## config.mk

```make
export PLATFORM = sky130hd
export DESIGN_NAME = ifetch_buffer_flat
export DESIGN_NICKNAME = d
export VERILOG_FILES = /design/src/rtl/ifetch_buffer_if.sv /design/src/rtl/ifetch_buffer.sv /design/src/flat_wrapper.sv
export SDC_FILE = /design/constraint.sdc
export NUM_CORES = 1
export LEC_CHECK = 0
export ABC_AREA = 1
export CORE_MARGIN = 2
export CORE_UTILIZATION = 30
export CTS_CLUSTER_DIAMETER = 30
export DETAILED_ROUTE_END_ITERATION = 12
export PLACE_DENSITY_LB_ADDON = 0.05
export RECOVER_POWER = 100
export REMOVE_ABC_BUFFERS = 1
export SLEW_MARGIN = 40
export SYNTH_ARGS = -nofsm -noshare
export SYNTH_HDL_FRONTEND = slang
export SYNTH_SLANG_ARGS = --single-unit
```

## constraint.sdc

```tcl
create_clock -name clk_i -period 16.3 [get_ports clk_i]
set_clock_uncertainty 0.1 [all_clocks]
set_input_delay 4.075 -clock clk_i [delete_from_list [all_inputs] [get_ports clk_i]]
set_output_delay 4.075 -clock clk_i [all_outputs]
set_load 0.01 [all_outputs]
```

## src/rtl/ifetch_buffer_if.sv

```systemverilog
// Fetch-unit bus: redirect from decode, instruction-memory request/response,
// and the {pc, instr} head presented to decode.
interface ifetch_buffer_if;
  logic        redirect_i;
  logic [63:0] redirect_pc_i;
  logic        imem_req_valid_o;
  logic        imem_req_ready_i;
  logic [63:0] imem_req_addr_o;
  logic        imem_resp_valid_i;
  logic [31:0] imem_resp_instr_i;
  logic        f_valid_o;
  logic [63:0] f_pc_o;
  logic [31:0] f_instr_o;
  logic        f_ready_i;

  // Fetch unit side
  modport master (
    input  redirect_i, redirect_pc_i, imem_req_ready_i, imem_resp_valid_i,
           imem_resp_instr_i, f_ready_i,
    output imem_req_valid_o, imem_req_addr_o, f_valid_o, f_pc_o, f_instr_o
  );

  // Memory / decode side
  modport slave (
    output redirect_i, redirect_pc_i, imem_req_ready_i, imem_resp_valid_i,
           imem_resp_instr_i, f_ready_i,
    input  imem_req_valid_o, imem_req_addr_o, f_valid_o, f_pc_o, f_instr_o
  );
endinterface

```

## src/rtl/ifetch_buffer.sv

```systemverilog
// Instruction fetch front-end: issues sequential fetch requests under a credit
// limit, buffers in-order responses in a small FIFO for decode, and flushes on
// redirect while discarding responses that were already in flight.
module ifetch_buffer #(
  parameter int unsigned DEPTH    = 4,
  parameter logic [63:0] RESET_PC = 64'h0
) (
  input logic             clk_i,
  input logic             rst_i,
  ifetch_buffer_if.master fetch_io
);
  localparam int unsigned   PtrW   = $clog2(DEPTH);
  localparam int unsigned   CntW   = PtrW + 1;
  localparam logic [CntW:0] DepthW = DEPTH[CntW:0];

  logic [63:0]     r_fetch_pc;
  logic [63:0]     r_resp_pc;
  logic [CntW-1:0] r_in_flight;
  logic [CntW-1:0] r_drop_cnt;
  logic [CntW-1:0] r_count;
  logic [PtrW-1:0] r_rd_ptr;
  logic [PtrW-1:0] r_wr_ptr;
  logic [63:0]     r_buf_pc    [DEPTH];
  logic [31:0]     r_buf_instr [DEPTH];

  logic            w_req_valid;
  logic            w_req_fire;
  logic            w_resp;
  logic            w_drop;
  logic            w_push;
  logic            w_pop;
  logic            w_f_valid;
  logic [CntW:0]   w_used;

  // Credit check, handshakes and response classification
  always_comb begin
    // Buffered plus outstanding must stay below DEPTH so a push never finds the FIFO full
    w_used      = {1'b0, r_in_flight} + {1'b0, r_count};
    w_req_valid = !rst_i && !fetch_io.redirect_i && (w_used < DepthW);
    w_req_fire  = w_req_valid && fetch_io.imem_req_ready_i;
    w_resp      = fetch_io.imem_resp_valid_i;
    w_drop      = w_resp && (r_drop_cnt != '0);
    w_push      = w_resp && !w_drop;
    w_f_valid   = (r_count != '0);
    w_pop       = w_f_valid && fetch_io.f_ready_i;
  end

  assign fetch_io.imem_req_valid_o = w_req_valid;
  assign fetch_io.imem_req_addr_o  = r_fetch_pc;
  assign fetch_io.f_valid_o        = w_f_valid;
  assign fetch_io.f_pc_o           = w_f_valid ? r_buf_pc[r_rd_ptr] : 64'h0;
  assign fetch_io.f_instr_o        = w_f_valid ? r_buf_instr[r_rd_ptr] : 32'h0;

  // PCs, credit/drop counters and FIFO pointers; reset beats redirect beats normal flow
  always_ff @(posedge clk_i) begin
    if (rst_i) begin
      r_fetch_pc  <= RESET_PC;
      r_resp_pc   <= RESET_PC;
      r_in_flight <= '0;
      r_drop_cnt  <= '0;
      r_count     <= '0;
      r_rd_ptr    <= '0;
      r_wr_ptr    <= '0;
    end else if (fetch_io.redirect_i) begin
      r_fetch_pc  <= fetch_io.redirect_pc_i;
      r_resp_pc   <= fetch_io.redirect_pc_i;
      // Everything still outstanding is stale; a response this cycle is consumed now
      r_in_flight <= r_in_flight - CntW'(w_resp);
      r_drop_cnt  <= r_in_flight - CntW'(w_resp);
      r_count     <= '0;
      r_rd_ptr    <= '0;
      r_wr_ptr    <= '0;
    end else begin
      if (w_req_fire) begin
        r_fetch_pc <= r_fetch_pc + 64'd4;
      end
      r_in_flight <= r_in_flight + CntW'(w_req_fire) - CntW'(w_resp);
      if (w_drop) begin
        r_drop_cnt <= r_drop_cnt - CntW'(1);
      end
      if (w_push) begin
        r_resp_pc <= r_resp_pc + 64'd4;
        r_wr_ptr  <= r_wr_ptr + PtrW'(1);
      end
      if (w_pop) begin
        r_rd_ptr <= r_rd_ptr + PtrW'(1);
      end
      r_count <= r_count + CntW'(w_push) - CntW'(w_pop);
    end
  end

  // FIFO storage; contents need no reset because the head is gated by count
  always_ff @(posedge clk_i) begin
    if (!rst_i && !fetch_io.redirect_i && w_push) begin
      r_buf_pc[r_wr_ptr]    <= r_resp_pc;
      r_buf_instr[r_wr_ptr] <= fetch_io.imem_resp_instr_i;
    end
  end
endmodule

```

## src/flat_wrapper.sv

```systemverilog
// flat-port wrapper written by rule: the top's interface ports become plain ports
module ifetch_buffer_flat 
#(
  parameter int unsigned DEPTH    = 4,
  parameter logic [63:0] RESET_PC = 64'h0
)
  (clk_i, rst_i, fetch_io_redirect_i, fetch_io_redirect_pc_i, fetch_io_imem_req_ready_i, fetch_io_imem_resp_valid_i, fetch_io_imem_resp_instr_i, fetch_io_f_ready_i, fetch_io_imem_req_valid_o, fetch_io_imem_req_addr_o, fetch_io_f_valid_o, fetch_io_f_pc_o, fetch_io_f_instr_o);
  ifetch_buffer_if fetch_io_i ();
  input logic clk_i;
  input logic rst_i;
  input wire logic [$bits(fetch_io_i.redirect_i)-1:0] fetch_io_redirect_i;
  input wire logic [$bits(fetch_io_i.redirect_pc_i)-1:0] fetch_io_redirect_pc_i;
  input wire logic [$bits(fetch_io_i.imem_req_ready_i)-1:0] fetch_io_imem_req_ready_i;
  input wire logic [$bits(fetch_io_i.imem_resp_valid_i)-1:0] fetch_io_imem_resp_valid_i;
  input wire logic [$bits(fetch_io_i.imem_resp_instr_i)-1:0] fetch_io_imem_resp_instr_i;
  input wire logic [$bits(fetch_io_i.f_ready_i)-1:0] fetch_io_f_ready_i;
  output wire logic [$bits(fetch_io_i.imem_req_valid_o)-1:0] fetch_io_imem_req_valid_o;
  output wire logic [$bits(fetch_io_i.imem_req_addr_o)-1:0] fetch_io_imem_req_addr_o;
  output wire logic [$bits(fetch_io_i.f_valid_o)-1:0] fetch_io_f_valid_o;
  output wire logic [$bits(fetch_io_i.f_pc_o)-1:0] fetch_io_f_pc_o;
  output wire logic [$bits(fetch_io_i.f_instr_o)-1:0] fetch_io_f_instr_o;
  assign fetch_io_i.redirect_i = fetch_io_redirect_i;
  assign fetch_io_i.redirect_pc_i = fetch_io_redirect_pc_i;
  assign fetch_io_i.imem_req_ready_i = fetch_io_imem_req_ready_i;
  assign fetch_io_i.imem_resp_valid_i = fetch_io_imem_resp_valid_i;
  assign fetch_io_i.imem_resp_instr_i = fetch_io_imem_resp_instr_i;
  assign fetch_io_i.f_ready_i = fetch_io_f_ready_i;
  assign fetch_io_imem_req_valid_o = fetch_io_i.imem_req_valid_o;
  assign fetch_io_imem_req_addr_o = fetch_io_i.imem_req_addr_o;
  assign fetch_io_f_valid_o = fetch_io_i.f_valid_o;
  assign fetch_io_f_pc_o = fetch_io_i.f_pc_o;
  assign fetch_io_f_instr_o = fetch_io_i.f_instr_o;
  ifetch_buffer #(.DEPTH(DEPTH), .RESET_PC(RESET_PC)) u_core (.clk_i(clk_i), .rst_i(rst_i), .fetch_io(fetch_io_i));
endmodule
```

---- Word-level counts from Yosys, hierarchy flattened ----
Memory sizes are Yosys's and may differ from the RTL's. A register that Yosys moved wholly into a read port is not among the register bits.
Index checks and enable logic that the tools add are counted.
Widths: inputs -> output; s select.
word-level totals
  flip-flop bits (word level) ............. 141
  memory bits (read-only) ................. 0
  memory bits (writable) .................. 384
  memories kept ........................... 2
  bits of input ports ..................... 102
  output and inout port bits .............. 162
  bits in latches ......................... 0
memory list
  name                depth  bits a word  rd ports  clocked after Yosys merged registers in  wr ports  RTL line             source
  u_core.r_buf_pc     4      64           1         1                                        1         ifetch_buffer.sv:23  logic [63:0] r_buf_pc [DEPTH];
  u_core.r_buf_instr  4      32           1         1                                        1         ifetch_buffer.sv:24  logic [31:0] r_buf_instr [DEPTH];
operators by class
  muxes and demuxes ....................... 15
  bitwise logic cells ..................... 0
  magnitude comparators ................... 1
  reduce and logical (&&, ||, !) cells .... 16
  eq/ne operators ......................... 0
  shift-type cells ........................ 0
  divide/modulo/power cells ............... 0
  $mul .................................... 0
  $add $sub $neg .......................... 11
operator list
  kind                   count
  $mux 64                5
  $add 64x3->64 const B  2
  $mux 32                1
  $mux 3                 3
  $sub 3x1->3            3
  $mux 2                 4
  $logic_and 1x1->1      7
  $add 3x1->3            2
  $reduce_bool 2->1      3
  $reduce_bool 3->1      2
  $add 2x1->2 const B    2
  $add 3x3->4            1
  $lt 4x3->1 const B     1
  $logic_not 1->1        3
  $sub 3x1->3 const B    1
  $mux 1                 2
  $reduce_or 2->1        1

---- Longest topological paths before layout ----
Gate-level depths: netlist of the first run.
  depth after elaboration ................. 7
  gate-level depth with buffers ........... 13
  mapped depth without buffers ............ 12

---- Worst setup path after synthesis of the first run ----
Ideal clock, no wire load.
  kind .................................... in2reg
  from .................................... input fetch_io_redirect_i
  to ...................................... memory u_core.r_buf_instr[0][0] (enable)
  buffers on the path ..................... 2
  slack ................................... 6.804 ns
  cell stages on the path ................. 7
  data required time ...................... 15.648 ns
  arrival time ............................ 8.844 ns
  setup time .............................. 0.552 ns
  cells stage by stage .................... buf_6 nor2_8 inv_2 nor2_1 inv_1 clkbuf_1 nor2_1
between the ends
  word-level cells in the longest chain between the ends .. 5
ends and longest elaborated chain
  item                             RTL line             source
  from (decl)                      flat_wrapper.sv:11   input wire logic [$bits(fetch_io_i.redirect_i)-1:0] fetch_io_redirect_i;
  $logic_not 1->1                  ifetch_buffer.sv:94  if (!rst_i && !fetch_io.redirect_i && w_push) begin
  $logic_and 1x1->1 (2 in series)  ifetch_buffer.sv:94
  $mux 1                           ifetch_buffer.sv:94
  $mux 1 (implied by the code)     ifetch_buffer.sv:96  r_buf_instr[r_wr_ptr] <= fetch_io.imem_resp_instr_i;
  to (decl)                        ifetch_buffer.sv:24
Every way passes these cells.

---- Final worst setup path of the first run ----
  from .................................... input fetch_io_redirect_i
  to ...................................... register u_core.r_fetch_pc[26] (netlist: u_core.fetch_io.imem_req_addr_o[26])
between the ends
  word-level cells in the longest chain between the ends .. 5
  elaborated cells between the ends (all ways) .. 6
  classes of those cells .................. mux (1); reduce/logical (5)
ends and longest elaborated chain
  item                             RTL line             source
  $logic_not 1->1                  ifetch_buffer.sv:39  w_req_valid = !rst_i && !fetch_io.redirect_i && (w_used < DepthW);
  $logic_and 1x1->1 (2 in series)  ifetch_buffer.sv:39
  $logic_and 1x1->1                ifetch_buffer.sv:40  w_req_fire = w_req_valid && fetch_io.imem_req_ready_i;
  $reduce_bool 2->1 (no line)      -
  to (signal assigned)             ifetch_buffer.sv:65  r_fetch_pc <= fetch_io.redirect_pc_i;
  to (signal assigned)             ifetch_buffer.sv:75  r_fetch_pc <= r_fetch_pc + 64'd4;
  to (decl)                        ifetch_buffer.sv:16  logic [63:0] r_fetch_pc;
Several ways; a longest one is shown, not always the timed one.
A chain may end at the register's enable or synchronous reset.

==> run summary, run 1 <==
share of layout cells above drive strength 1 -> 9.15%
CTS sink count -> 527
maxcap violations -> 9
Worst R2R Setup Slack -> 8880 ps
Post-synth ARST share -> 0%
reg-to-reg endpoint -> u_core.fetch_io.imem_req_addr_o[26]$_SDFFE_PP0P_
vias in the first global route -> 21.0k
die area -> 0.0843 mm2
RR Startpoint -> u_core.r_count[1]$_SDFF_PP0_
setup bufs post-CTS -> 0
max-slew violations -> 434
Initial Util -> 30.2%
Max VDD drop -> 0.0743 mV
Power Density -> 140 mW/mm2
initial antenna violation count -> 4
cts bufs inserted -> 142
FILL cells -> 8064
slowest cell on the critical path -> nor2_1
Area Overhead vs Synth -> 34.2%
warnings from Yosys -> 0
clk slew on worst S/H paths -> 40 ps
Avg Cell Area, Syn -> 8.84 um2
top-count cell post-synth -> nor2_1
Post-synth EDFFs -> 384
TritonCTS clock tree -> built
CP Class -> primary input to flip-flop
Post-Syn Instances -> 2784
Final Critical Period -> 12430 ps
Yosys reg bits -> 527
Finished Cell Area -> 0.0330 mm2
DRC viols -> 0
DR vias/cell -> 4.86
Worst Tran Pin Value -> 4180 ps
grt ovf -> 0
post-CTS resize count -> 0
status -> finished with violations
Clock Tree Buf Depth -> 3
non-filler cells in the finished layout -> 4284
Worst Setup End Kind -> flip-flop
Pleak -> 12.3 nW
crit path DAT -> 12950 ps
I/O pins -> 264
Die X -> 290 um
Tot GR Track Use -> 20.7%
post-synthesis cell area -> 0.0246 mm2
RSZ-0062 raised after global routing -> false
largest net degree at the start of global routing -> 100
Crit path top cell by count -> nor2_1
depth of the worst hold-timing path -> 2
DR pass1 iterations -> 5
Initial DRC Count -> 1246
routed wire length -> 88300 um
global-route wire length before repair -> 131000 um
placed insts -> 4026
period utilisation layout -> 76.3%
Port Buffers -> 263
violated checks -> max-capacitance violations, max-slew violations
gp weighted congestion -> 0.986
Layout Nets -> 3221
synth cell count leaders -> nor2_1 (574), nand2_1 (483), edfxtp_1 (384)
sequential area share after synthesis -> 58.5%
Hold Crit Start -> u_core.fetch_io.imem_req_addr_o[0]$_SDFFE_PP0P_
Hold Crit Class -> flip-flop to flip-flop
Rel. slew slack -> -179%
register area -> 0.0144 mm2
max incr delay on CP -> 2390 ps
final hold slack -> 350 ps
crit path max fanout -> 56
Area contributors post-synth -> edfxtp_1 (47%), dfxtp_1 (12%), nor2_1 (8.8%), nand2_1 (7.4%), o21ai_0 (5.6%)
post-place instance area -> 0.0284 mm2
Die Ht -> 290 um
Worst-Skew Late Latency -> 690 ps
Critical Path Start Type -> primary input
Fin. Hold Viols -> 0
Post-DRT Antenna Nets -> 0
Total Neg Setup Slack -> 0 ps
R2R cell count -> 11
vias post-DR -> 20.8k
fmax -> 80.4 MHz
routed len/inst -> 20.6 um
Min-Delay Endpoint -> u_core.fetch_io.imem_req_addr_o[0]$_SDFFE_PP0P_
crit path cell chain -> clkbuf_1 > nor2_1 > nand2_2 > nor2_1 > nand2_1 > clkinvlp_2 > nor2_1 > inv_4 > o21ai_0 > a21oi_1 > nor2_1
CTS root buffer -> clkbuf_16
CORE AREA -> 0.0816 mm2
final setup vio count -> 0
Req. time, crit path -> 16820 ps
Post-DP HPWL -> 57900 um
Multi-input gate area -> 0.00883 mm2
# hold bufs at CTS -> 0
final core utilization -> 40.5%
Distinct cells, synth -> 49
row count -> 105
H-tree levels -> 4
Yosys top cell by area -> edfxtp_1
Top FF cell, synth -> edfxtp_1
post-synth top area share -> 46.9%
-- per-stage QoR --
stage,power [mW],worst slack (ps)
3_3_place_gp,1.95,6250
2_1_floorplan,1.71,4710
5_1_grt,4.80,3250
4_1_cts,4.71,6190
6_report,4.63,3870
3_5_place_dp,1.95,6200
-- critical path: cells and delay by family --
family | cells | cell delay (ps)
buffers and inverters | 3 | 3550
AOI/OAI and AO/OA | 2 | 420
and+or+nand+nor | 6 | 4830
-- power by group --
part | switching [mW] | leakage [nW] | total [mW] | internal (mW)
Clock | 0.829 | 2.31 | 2.72 | 1.89
Combinational | 0.230 | 5.23 | 0.370 | 0.141
Sequential | 0.0551 | 4.72 | 1.54 | 1.48
-- how the worst max path moves through the flow --
| stage | start | to | slack, ps |
|---|---|---|---|
| 2_1_floorplan | flip-flop | fetch_io_f_pc_o[62] | 4710 |
| 3_3_place_gp | fetch_io_redirect_i | fetch_io_imem_req_valid_o | 6250 |
| 3_5_place_dp | fetch_io_redirect_i | fetch_io_imem_req_valid_o | 6200 |
| 4_1_cts | fetch_io_redirect_i | fetch_io_imem_req_valid_o | 6190 |
| 5_1_grt | fetch_io_redirect_i | u_core.fetch_io.imem_req_addr_o[26]$_SDFFE_PP0P_ | 3250 |
| 6_report | fetch_io_redirect_i | u_core.fetch_io.imem_req_addr_o[26]$_SDFFE_PP0P_ | 3870 |
-- per-layer routing --
| metal | global-route usage [%] | wire length [um] | vias up | share of wire [%] |
|---|---|---|---|---|
| met2 | 33.9 | 41500 | 556 | 47 |
| li1 | - | - | 10101 | - |
| met1 | 26.6 | 39800 | 10010 | 45 |
| met4 | 8.73 | 3040 | 0 | 3.4 |
| met5 | 0 | 0 | - | 0 |
| met3 | 4.11 | 4010 | 166 | 4.5 |
-- sequential cells by signal, summed over array words and instances (netlist names), named ones only --
register and cells:
u_core.fetch_io.imem_req_addr_o 64, u_core.r_resp_pc 64, u_core.r_drop_cnt 3, u_core.r_count 3, u_core.r_wr_ptr 2, u_core.r_buf_instr 128, u_core.r_rd_ptr 2, u_core.r_buf_pc 256
u_core.r_in_flight 3
-- placed cells by master, fill, tap and decap left out, types with 14 or more instances in the layout --
cell type          n
dlygate4sd3_1    190
a31oi_1           31
nand2_1          485
xor2_1            23
o21ai_0          302
clkbuf_1          30
buf_4             16
clkdlybuf4s50_1   71
nand3_1          142
a21oi_1          172
nand4_1           45
edfxtp_1         384
bufinv_16         14
nor3_1            21
nor2_2            19
clkinv_2          25
dfxtp_1          141
clkbuf_16        146
ha_1              16
nor2_1           573
inv_1            222
-- logic make-up after synthesis --
group           Yosys count  share of synthesized area, %
buf+inv                 346                          5.57
fa+ha+maj                18                         0.976
flops                   527                          58.5
xor+xnor                 26                         0.925
simple gates           1327                          22.6
compound gates          540                          11.5
-- layout make-up --
class                   count  share of cell area (%)
well taps                1070                    4.05
flip-flops and latches    527                    43.6
inverters                 228                    2.62
repair buffers            291                    8.60
multi-input cells        1911                    26.7
clock buffers             179                    11.8
clock inverters            76                    2.62
diodes                      2                  0.0152
(Power assumes the default switching activity.)
==> inputs of run 2 (changes only) <==
==> constraint.sdc (replaced) <==
create_clock -name clk_i -period 10.95 [get_ports clk_i]
set_clock_uncertainty 0.1 [all_clocks]
set_input_delay 2.7375 -clock clk_i [delete_from_list [all_inputs] [get_ports clk_i]]
set_output_delay 2.7375 -clock clk_i [all_outputs]
set_load 0.01 [all_outputs]
==> run 2 against run 1 <==
The run still ends with max-capacitance violations, max-slew violations left; via count rose by 0.37%; flip-flop and latch count did not move; register-to-register slack got worse by 3600 ps; die area did not move; cell count barely moved; sequential share of layout area fell by 0.23 points; global-route usage rose by 0.072 points; worst hold slack got worse by 2.0 ps; setup slack got worse by 1200 ps; critical path type unchanged.
==> run summary, run 2 (synthesized netlist as in run 1, its figures left out) <==
status -> finished with violations
violated checks -> max-capacitance violations, max-slew violations
M1 wire length -> 39800 um
DR vias/cell -> 4.88
global-route wire length before repair -> 131000 um
Hold Crit Class -> flip-flop to flip-flop
Finished Cell Area -> 0.0332 mm2
Post-DRT Antenna Nets -> 0
Final Critical Period -> 8270 ps
Worst-Skew Late Latency -> 700 ps
Worst Setup End Kind -> flip-flop
Clock Tree Buf Depth -> 3
crit path DAT -> 8490 ps
placed insts -> 4021
metal3 WL -> 4330 um
row count -> 105
largest net degree at the start of global routing -> 114
Total Neg Setup Slack -> 0 ps
register with the most flip-flops -> u_core.r_buf_pc
CTS root buffer -> clkbuf_16
routed wl met2 -> 41700 um
crit path max fanout -> 80
die area -> 0.0843 mm2
post-place instance area -> 0.0283 mm2
Pleak -> 12.4 nW
RSZ-0062 raised after global routing -> false
share of layout cells above drive strength 1 -> 9.08%
# hold bufs at CTS -> 0
highest metal used -> met4
final core utilization -> 40.7%
Rel. slew slack -> -121%
I/O pins -> 264
Comb power frac -> 7.7%
TritonCTS clock tree -> built
Layout Nets -> 3219
period utilisation layout -> 75.5%
Largest regs -> u_core.r_buf_pc: 256 flops, u_core.r_buf_instr: 128 flops
CP Class -> primary input to flip-flop
Max VDD drop -> 0.139 mV
Die X -> 290 um
routed wire length -> 88600 um
Req. time, crit path -> 11170 ps
Post-DP HPWL -> 57400 um
Port Buffers -> 263
DR pass1 iterations -> 6
clock power share -> 59.7%
clk slew on worst S/H paths -> 40 ps
Area Overhead vs Synth -> 35.0%
sequential power share -> 32.5%
Psw -> 1.67 mW
Critical Path Start Type -> primary input
Setup Slack @ Placement -> 3590 ps
total power -> 7.03 mW
final setup vio count -> 0
cts bufs inserted -> 144
Fin. Hold Viols -> 0
setup bufs post-CTS -> 0
setup ws final -> 2680 ps
vias post-DR -> 20.9k
max reg flops -> 256
leading cell type in the layout, fill and taps excluded -> nor2_1
fmax -> 121 MHz
Initial Util -> 30.2%
Worst Tran Pin Value -> 3320 ps
Initial DRC Count -> 1244
Die Ht -> 290 um
max-slew violations -> 203
Tot GR Track Use -> 20.7%
commonest non-fill, non-tap cells in the layout -> nor2_1 (576), nand2_1 (486), edfxtp_1 (384)
Power Density -> 212 mW/mm2
H-tree levels -> 4
Sw Share -> 23.8%
maxcap violations -> 7
routed len/inst -> 20.7 um
CORE AREA -> 0.0816 mm2
non-filler cells in the finished layout -> 4286
Pint -> 5.36 mW
DRC viols -> 0
vias in the first global route -> 21.0k
CTS sink count -> 527
final hold slack -> 348 ps
initial antenna violation count -> 1
grt ovf -> 0
antenna fix cells -> 0
post-CTS resize count -> 0
gp weighted congestion -> 0.958
## run 2: cell count changes in the layout (fill, tap and decap cells not counted), moves of 4 or more
cell,before,now
inv_6,6,2
clkbuf_1,30,23
clkinv_1,12,23
nor2_4,9,5
buf_4,16,8
bufinv_16,14,19
## run 2: power by group through the flow
stage	Sequential [mW]	Combinational [mW]	Clock [mW]
2_1_floorplan	2.30	0.244	0
3_3_place_gp	2.32	0.583	0
3_5_place_dp	2.32	0.587	0
4_1_cts	2.29	0.590	4.27
5_1_grt	2.29	0.601	4.39
6_report	2.29	0.544	4.20
## run 2: cell type report
| type | instances | area, um2 |
|---|---|---|
| clock buffers | 174 | 3890 |
| well taps | 1070 | 1340 |
| fillers | 8093 | 48400 |
| clock inverters | 89 | 1040 |
| inverters | 228 | 870 |
| flip-flops and latches | 527 | 14400 |
| repair buffers | 287 | 2860 |
| multi-input cells | 1911 | 8810 |
## run 2: critical path, stage by stage
cell	delay [ps]
clkbuf_1	460
nor2_8	730
inv_1	430
nor2_1	190
clkbuf_1	1130
inv_1	600
nor2_1	1510
buf_12	540
## run 2: final timing paths
kind,slack [ps],end,depth (start not counted),from
hold reg to reg,350,u_core.fetch_io.imem_req_addr_o[0]$_SDFFE_PP0P_,2,u_core.fetch_io.imem_req_addr_o[0]$_SDFFE_PP0P_
setup / recovery,2680,u_core.r_buf_pc[3][61]$_DFFE_PP_,8,rst_i
setup reg to reg,5270,u_core.r_buf_pc[3][61]$_DFFE_PP_,8,u_core.r_drop_cnt[0]$_SDFFE_PP0P_
hold / removal,350,u_core.fetch_io.imem_req_addr_o[0]$_SDFFE_PP0P_,2,u_core.fetch_io.imem_req_addr_o[0]$_SDFFE_PP0P_
## run 2: metal layers
layer | vias to the layer above | global-route usage [%]
met5 | - | 0
met3 | 160 | 3.92
met1 | 10007 | 26.8
met2 | 635 | 34.1
li1 | 10108 | -
met4 | 0 | 8.52
